$ cat src/rtl/rr_dispatcher.sv
// Pops one upstream FIFO and pushes each word into one of four channel FIFOs, chosen by dest field or round-robin.
// A word is pushed 1 cycle after its in_valid at the earliest; a full target stalls everything and pops stop when the 2-entry skid buffer would overflow.
module rr_dispatcher #(
    parameter int DATA_W = 6,
    parameter int CNT_W  = 8
) (
    input  logic                 clk,
    input  logic                 reset,
    input  logic                 in_empty,
    output logic                 in_pop,
    input  logic                 in_valid,
    input  logic [DATA_W-1:0]    in_data,
    input  logic                 rr_mode,
    input  logic [3:0]           out_full,
    output logic [3:0]           out_push,
    output logic [DATA_W-1:0]    out_data,
    output logic [4*CNT_W-1:0]   push_count,
    output logic                 idle,
    output logic                 err
);

    logic [DATA_W-1:0] skid_q [2];
    logic              head;
    logic              tail;
    logic [1:0]        occ;
    logic [1:0]        occ_nxt;
    logic              pop_inflight;
    logic [1:0]        rr_ptr;
    logic              rel_guard;
    logic [CNT_W-1:0]  cnt [4];

    logic [DATA_W-1:0] head_dat;
    logic [1:0]        tgt;
    logic              drain;
    logic [2:0]        lvl;
    logic              valid_ok;
    logic              stray;
    logic              ovf;
    logic              wr;

    always_comb begin
        head_dat = skid_q[head];
        tgt      = rr_mode ? rr_ptr : head_dat[DATA_W-1 -: 2];
        drain    = (occ != 2'd0) && !out_full[tgt];
        out_push = drain ? (4'b0001 << tgt) : 4'b0000;
        out_data = head_dat;
        // Space check counts the word already requested but not yet returned.
        lvl      = {1'b0, occ} + {2'b00, pop_inflight} - {2'b00, drain};
        in_pop   = !reset && !in_empty && (lvl < 3'd2);
        // The first cycle after reset release may still see a pre-reset read response.
        valid_ok = in_valid && !rel_guard;
        stray    = valid_ok && !pop_inflight;
        ovf      = valid_ok && pop_inflight && (occ == 2'd2) && !drain;
        wr       = valid_ok && pop_inflight && !ovf;
        occ_nxt  = occ + {1'b0, wr} - {1'b0, drain};
        idle     = (occ == 2'd0) && !pop_inflight && in_empty;
    end

    always_comb begin
        push_count = '0;
        for (int i = 0; i < 4; i++) begin
            push_count[i*CNT_W +: CNT_W] = cnt[i];
        end
    end

    always_ff @(posedge clk or posedge reset) begin
        if (reset) begin
            skid_q[0]    <= '0;
            skid_q[1]    <= '0;
            head         <= 1'b0;
            tail         <= 1'b0;
            occ          <= 2'd0;
            pop_inflight <= 1'b0;
            rr_ptr       <= 2'd0;
            rel_guard    <= 1'b1;
            err          <= 1'b0;
        end else begin
            rel_guard    <= 1'b0;
            pop_inflight <= in_pop;
            occ          <= occ_nxt;
            err          <= err | stray | ovf;
            if (wr) begin
                skid_q[tail] <= in_data;
                tail         <= ~tail;
            end
            if (drain) begin
                head <= ~head;
                if (rr_mode) begin
                    rr_ptr <= rr_ptr + 2'd1;
                end
            end
        end
    end

    always_ff @(posedge clk or posedge reset) begin
        if (reset) begin
            for (int i = 0; i < 4; i++) begin
                cnt[i] <= '0;
            end
        end else begin
            for (int i = 0; i < 4; i++) begin
                if (out_push[i]) begin
                    cnt[i] <= cnt[i] + 1'b1;
                end
            end
        end
    end

endmodule
$ cat config.mk
export PLATFORM = sky130hd
export DESIGN_NAME = rr_dispatcher
export DESIGN_NICKNAME = d
export VERILOG_FILES = /design/src/rtl/rr_dispatcher.sv
export SDC_FILE = /design/constraint.sdc
export NUM_CORES = 1
export LEC_CHECK = 0
export CORE_MARGIN = 2
export CORE_UTILIZATION = 45
export CTS_CLUSTER_SIZE = 40
export DETAILED_ROUTE_END_ITERATION = 16
export HOLD_SLACK_MARGIN = 0.02
export PLACE_DENSITY = 0.82
export SYNTH_ARGS = -nofsm -noshare
export SYNTH_HDL_FRONTEND = slang
export SYNTH_SLANG_ARGS = --single-unit
$ cat constraint.sdc
create_clock -name clk -period 3.3 [get_ports clk]
set_clock_uncertainty 0.05 [all_clocks]
set_input_delay 0.66 -clock clk [delete_from_list [all_inputs] [get_ports clk]]
set_output_delay 0.66 -clock clk [all_outputs]
set_load 0.02 [all_outputs]
==> results.sh, run 1 <==
export IMPL_die_h_um=79.6
export IMPL_viasPerCell=5.20
export IMPL_violations="negative setup slack"
export IMPL_h_tree_depth=2
export IMPL_worst_setup_path_type="register to output pin"
export IMPL_yosysWarnings=0
export IMPL_vias=1946
export IMPL_synthMuxAreaShare_pct=12.4
export IMPL_status="finished, violations left"
export IMPL_wl_per_cell_um=14.8
export IMPL_route_detailed_drc=0
export IMPL_initial_core_util_pct=46.7
export IMPL_drtAntennaViolNets=0
export IMPL_die_w_um=79.6
export IMPL_setup_violations=1
export IMPL_cp_arrival_ps=3010
export IMPL_grt_overflow_total=0
export IMPL_top_usage_layer="met2"
export IMPL_nets=324
export IMPL_grt_pass1_wl_mm=9.06
export IMPL_syn_nets=219
export IMPL_drive_gt1_share_pct=32.8
export IMPL_synth_area_um2=2570
export IMPL_drtIter0Drc=79
export IMPL_cp_start_kind="register"
export IMPL_clk_pin_slew_ps=90
export IMPL_clk_latency_ps=300
export IMPL_ys_seq_elements=53
export IMPL_io_pins=60
export IMPL_layout_common_cells="53 x clkdlybuf4s50_1, 51 x dfrtp_1, 41 x buf_4"
export IMPL_synth_compound_area_share_pct=2.77
export IMPL_antennaDiodeCount=0
export IMPL_synth_cell_type_count=35
export IMPL_worstPathMaxFanout=3
export IMPL_ctsHoldBuffers=0
export IMPL_worstSetupEndpointType="output pin"
export IMPL_ir_drop_v=0.000542
export IMPL_place_congestion=0.885
export IMPL_core_um2=5510
export IMPL_track_usage_pct=18.4
export IMPL_synth_cells=196
export IMPL_fill_cells=410
export IMPL_grt_pass1_vias=1983
export IMPL_final_common_cell="clkdlybuf4s50_1"
export IMPL_max_freq_mhz=269
export IMPL_grt_use_met2_pct=30.9
export IMPL_relSlewSlack_pct=43.5
export IMPL_syn_mean_instance_area_um2=13.1
export IMPL_synth_top_family_by_area="simple AND/OR/NAND/NOR gates"
export IMPL_met3_usage_pct=4.52
export IMPL_dpl_cell_area_um2=3510
export IMPL_drtPass1Iterations=4
export IMPL_timing_max_cap_violations=0
export IMPL_synth_seq_area_share_pct=51.6
export IMPL_worst_pin_slew_ps=846
export IMPL_io_buffers=59
export IMPL_grt_max_degree=42
export IMPL_row_count=27
export IMPL_timing_final_max_slew_violations=0
export IMPL_cts_tree="yes"
export IMPL_antenna_found_initial=1
export IMPL_synth_simple_gate_area_share_pct=15.9
export IMPL_numCtsBuffers=5
export IMPL_power_density_nw_per_um2=846
export IMPL_fin_crit_ps=3720
export IMPL_area_growth_pct=42.9
export IMPL_use_met1_pct=22.3
export IMPL_routed_wirelength_mm=5.55
export IMPL_root_buffer="clkbuf_8"
export IMPL_hold_class="register to register"
export IMPL_rsz0062_at_grt="true"
export IMPL_synth_fa_ha_area_share_pct=4.18
export IMPL_fin_ws_ps=-421
export IMPL_hold_viol=0
export IMPL_final_util_pct=66.8
export IMPL_period_share_pct=113
export IMPL_post_dp_hpwl_mm=3.98
export IMPL_cts_buffer_depth=2
export IMPL_fin_area_um2=3680
export IMPL_synth_xor_area_share_pct=11.6
export IMPL_cts_sinks=53
export IMPL_p_leak_nw=1.61
export IMPL_dieArea_um2=6340
export IMPL_critPathRequiredTime_ps=2590
area by class of cell:
type / instances / area, um^2 / share of cell area (%)
Clock buffer: 7 / 76.3 / 2.08
Sequential cell: 53 / 1330 / 36.1
Tap cell: 72 / 90.1 / 2.45
Timing Repair Buffer: 99 / 872 / 23.7
Multi-Input combinational cell: 135 / 1270 / 34.5
Clock inverter: 1 / 7.51 / 0.204
Inverter: 7 / 31.3 / 0.851
worst max-delay path, stage by stage (launching register included):
cell and delay (ps):
dfrtp_2 410, mux2i_2 250, inv_2 90, a22oi_2 220, nand3_1 160, a21oi_2 190
ha_1 260, nand2b_4 140, fa_2 350, xor2_2 170, nor4b_4 290, buf_4 190
synthesized netlist by cell type:
cell type,instances,share of area [%]
a22oi_2,1,0.49
conb_1,1,0.15
nor3b_1,1,0.29
ha_1,7,3.4
nand2b_1,1,0.24
and2b_2,1,0.34
nand3b_1,1,0.29
a211oi_4,1,0.78
and3b_2,1,0.39
xor2_1,7,2.4
clkinv_1,1,0.15
mux2i_2,1,0.53
nor4b_1,1,0.34
nor4_2,1,0.49
mux2_4,1,0.58
nand4_1,18,4.4
nand2_1,10,1.5
dfstp_2,1,1.0
inv_2,1,0.15
buf_6,1,0.44
a311oi_2,1,0.58
nor4_4,3,2.5
nor2_1,3,0.44
a21oi_1,1,0.19
mux2i_1,2,0.78
fa_1,1,0.78
mux2_2,24,11
dfrtp_1,52,51
and3_1,9,2.2
nor3_4,1,0.63
inv_1,5,0.73
nand3_1,5,0.97
nor4b_4,1,0.92
a31oi_1,3,0.73
xnor2_1,27,9.2
layer usage:
metal	share of wire [%]	routed length [um]
met1	41	2280
met3	4.8	269
met5	0.20	11
met4	2.1	114
met2	52	2880
where the power goes:
part / total, mW / leakage [nW] / internal [mW] / switching (mW)
registers: 1.05 / 0.684 / 0.855 / 0.190
clock network: 0.354 / 0.0385 / 0.151 / 0.203
logic: 1.71 / 0.886 / 0.931 / 0.778
total: 3.11 / 1.61 / 1.94 / 1.17
metrics by stage:
step / TNS, ps / hold WS, ps / worst slack (ps) / std cells / power, mW
6_report: -421 / 421 / -421 / 374 / 3.11
5_1_grt: -513 / 460 / -513 / 374 / 3.32
4_1_cts: -388 / 430 / -388 / 370 / 3.08
3_5_place_dp: -1530 / 412 / -1100 / 356 / 2.63
3_3_place_gp: -1440 / 408 / -1060 / 356 / 2.58
2_1_floorplan: -206 / 425 / -206 / 196 / 1.97
kinds of logic (layout without fill, tap and decap cells):
family          Yosys count  in the layout
simple gates             57             57
buf+inv                   8            114
compound gates            7              7
fa+ha+maj                 8              8
xor+xnor                 34             34
flops                    53             53
other cells               1              1
mux                      28             28
path summary, 6_finish.rpt:
path                                      from        endpoint  slack, ps  cells past startpoint
max in group asynchronous                reset  push_count[16]       1620                      3
worst max-delay path                      head          in_pop       -420                     11
worst max register to register            head    pop_inflight        530                     11
worst min-delay path            push_count[23]  push_count[23]        420                      1
worst min register to register  push_count[23]  push_count[23]        420                      1
min in group asynchronous                reset  push_count[26]        890                      2
registers in the layout (all words and copies together), names as in the netlist:
signal        flops
err               1
head              1
occ               2
pop_inflight      1
push_count       32
rel_guard         1
rr_ptr            2
skid_q           12
tail              1
timing repair:
action	in CTS	in global routing
pin swaps	8	9
resized for setup	20	6
setup buffers	6	4
setup endpoints to repair	5	1
Power figures use the tool's default switching activity.
==> inputs of run 2 (changes only) <==
Settings changed: GPL_ROUTABILITY_DRIVEN from default to 0.
==> results of run 2 <==
The final DEF is identical to that of run 1; final timing and power are the same.
==> inputs of run 3 (changes only) <==
Settings changed: CORE_MARGIN 2 to default.
==> run 3 against run 2 <==
Against the previous run:
- the run still ends with negative setup slack left
- routed wire length shrank 6.6%
- first-iteration DRC count shrank 2.5%
- power shrank 0.21%
- worst setup slack gained 53 ps
- non-clock buffer count shrank 7
- via count shrank 2.8%
- final cell count shrank 1.9%
- global-route usage grew 0.22 points
- largest power group unchanged
- clock-buffer cell count shrank 1
- final area shrank 0.65%
==> results.sh, run 3 (synthesis gave the netlist of run 1 again) <==
export IMPL_status="finished, violations left"
export IMPL_violations="negative setup slack"
export IMPL_cts_buffer_depth=2
export IMPL_critPathRequiredTime_ps=2590
export IMPL_grt_pass1_vias=1919
export IMPL_initial_core_util_pct=46.7
export IMPL_p_switching_mw=1.15
export IMPL_path_cells="dlygate4sd2_1 -> mux2_2 -> nand2_2 -> nand4_1 -> a21oi_2 -> ha_1 -> nand2b_4 -> fa_2 -> xor2_2 -> nor4b_4 -> buf_4"
export IMPL_totalNegativeSetupSlack_ps=-369
export IMPL_post_dp_hpwl_mm=4.02
export IMPL_worst_pin_slew_ps=675
export IMPL_rr_startpoint="head"
export IMPL_final_util_pct=66.3
export IMPL_drtIter0Drc=77
export IMPL_rrSetupSlack_ps=580
export IMPL_route_detailed_drc=0
export IMPL_area_growth_pct=42.0
export IMPL_cts_sinks=53
export IMPL_regToRegEndpoint="pop_inflight"
export IMPL_drtAntennaViolNets=0
export IMPL_cp_start_kind="primary input"
export IMPL_reg2reg_depth=10
export IMPL_final_common_cell="clkdlybuf4s50_1"
export IMPL_vias=1891
export IMPL_antenna_found_initial=0
export IMPL_use_met1_pct=22.4
export IMPL_max_freq_mhz=273
export IMPL_worstPathMaxFanout=2
export IMPL_timing_final_max_slew_violations=0
export IMPL_grt_use_met2_pct=32.2
export IMPL_cp_arrival_ps=2960
export IMPL_period_share_pct=111
export IMPL_wl_per_cell_um=14.1
export IMPL_met3_usage_pct=5.29
export IMPL_power_frac_comb_pct=52.1
export IMPL_setup_violations=1
export IMPL_top_usage_layer="met2"
export IMPL_row_count=27
export IMPL_dieArea_um2=6020
export IMPL_fin_ws_ps=-369
export IMPL_p_leak_nw=1.59
export IMPL_fin_crit_ps=3670
export IMPL_crit_path_max_incr_delay_ps=350
export IMPL_routed_wirelength_mm=5.18
export IMPL_holdPathEnd="push_count[23]"
export IMPL_timing_hold_ws_ps=421
export IMPL_worst_path_dominant_cell_family="simple AND/OR/NAND/NOR gates"
export IMPL_die_h_um=77.6
export IMPL_grt_max_degree=34
export IMPL_timing_max_cap_violations=0
export IMPL_clkPwrFrac_pct=14.1
export IMPL_antennaDiodeCount=0
export IMPL_sw_frac_of_total_pct=37.2
export IMPL_final_cells=367
export IMPL_io_buffers=59
export IMPL_h_tree_depth=2
export IMPL_grt_pass1_wl_mm=8.80
export IMPL_die_w_um=77.6
export IMPL_drive_gt1_share_pct=30.8
export IMPL_core_um2=5510
export IMPL_total_power_mw=3.10
export IMPL_worstSetupEndpointType="output pin"
export IMPL_p_int_mw=1.95
export IMPL_hold_class="register to register"
export IMPL_track_usage_pct=18.6
export IMPL_share_seq_of_total_power_pct=33.9
export IMPL_dpl_cell_area_um2=3500
export IMPL_placed_cells=355
export IMPL_ir_drop_v=0.000488
export IMPL_power_density_nw_per_um2=849
export IMPL_path_buf_inv=2
export IMPL_drtPass1Iterations=4
export IMPL_cts_tree="yes"
export IMPL_grt_overflow_total=0
export IMPL_rsz0062_at_grt="true"
export IMPL_place_ws_ps=-1120
export IMPL_nets=317
export IMPL_hold_viol=0
export IMPL_viasPerCell=5.15
export IMPL_holdPathStages=1
export IMPL_cpMaxStageDelayCell="fa_2"
export IMPL_numCtsBuffers=5
export IMPL_largest_reg_flops=32
export IMPL_relSlewSlack_pct=54.9
export IMPL_root_buffer="clkbuf_8"
export IMPL_clk_pin_slew_ps=90
export IMPL_worst_setup_path_type="primary input to output pin"
export IMPL_io_pins=60
export IMPL_layout_common_cells="53 x clkdlybuf4s50_1, 52 x dfrtp_1, 34 x buf_4"
export IMPL_hp_start="push_count[23]"
export IMPL_clk_latency_ps=300
export IMPL_fin_area_um2=3650
-- run 3: cell count changes in the layout (fill, tap and decap cells not counted) --
cell and change:
clkinv_2 +1, mux2_2 +1, dlygate4sd2_1 +1, dfrtp_2 -1, clkbuf_1 -1, buf_2 -1
buf_4 -7, mux2_4 -1, bufinv_16 +1, clkbuf_2 -1, dfrtp_1 +1, clkdlybuf4s15_2 +1
clkinvlp_4 -1
-- run 3: worst max path at each step --
stage,start,endpoint,slack [ps],depth (start not counted)
after CTS,head,in_pop,-400,10
after floorplan,out_full[2],in_pop,-210,9
after global routing,head,in_pop,-470,11
final,out_full[3],in_pop,-370,11
after detailed placement,rr_mode,in_pop,-1120,11
after global placement,rr_mode,in_pop,-1040,11
-- run 3: power by group through the flow --
stage	logic, mW	clock network [mW]	registers (mW)
finish	1.62	0.436	1.05
global route	1.73	0.484	1.08
CTS	1.62	0.451	1.05
detailed placement	1.56	0	1.06
global placement	1.51	0	1.05
floorplan	0.833	0	1.14
-- run 3: timing repair --
item	4_1_cts	5_1_grt
setup buffers	3	1
setup endpoints to repair	5	1
hold buffers	0	0
pin swaps	8	8
resized for setup	20	0
-- run 3: cell type report --
cell class | count | area (um^2)
Inverter | 7 | 27.5
Fill cell | 403 | 1850
Tap cell | 72 | 90.1
Multi-Input combinational cell | 135 | 1270
Timing Repair Buffer | 92 | 830
Sequential cell | 53 | 1330
Clock buffer | 6 | 72.6
Clock inverter | 2 | 38.8
-- run 3: per-layer routing --
| layer | vias to the layer above | share of wire (%) |
|---|---|---|
| li1 | 900 | - |
| met1 | 939 | 42 |
| met2 | 42 | 52 |
| met3 | 10 | 5.2 |
| met4 | 0 | 1.4 |
| met5 | - | 0 |
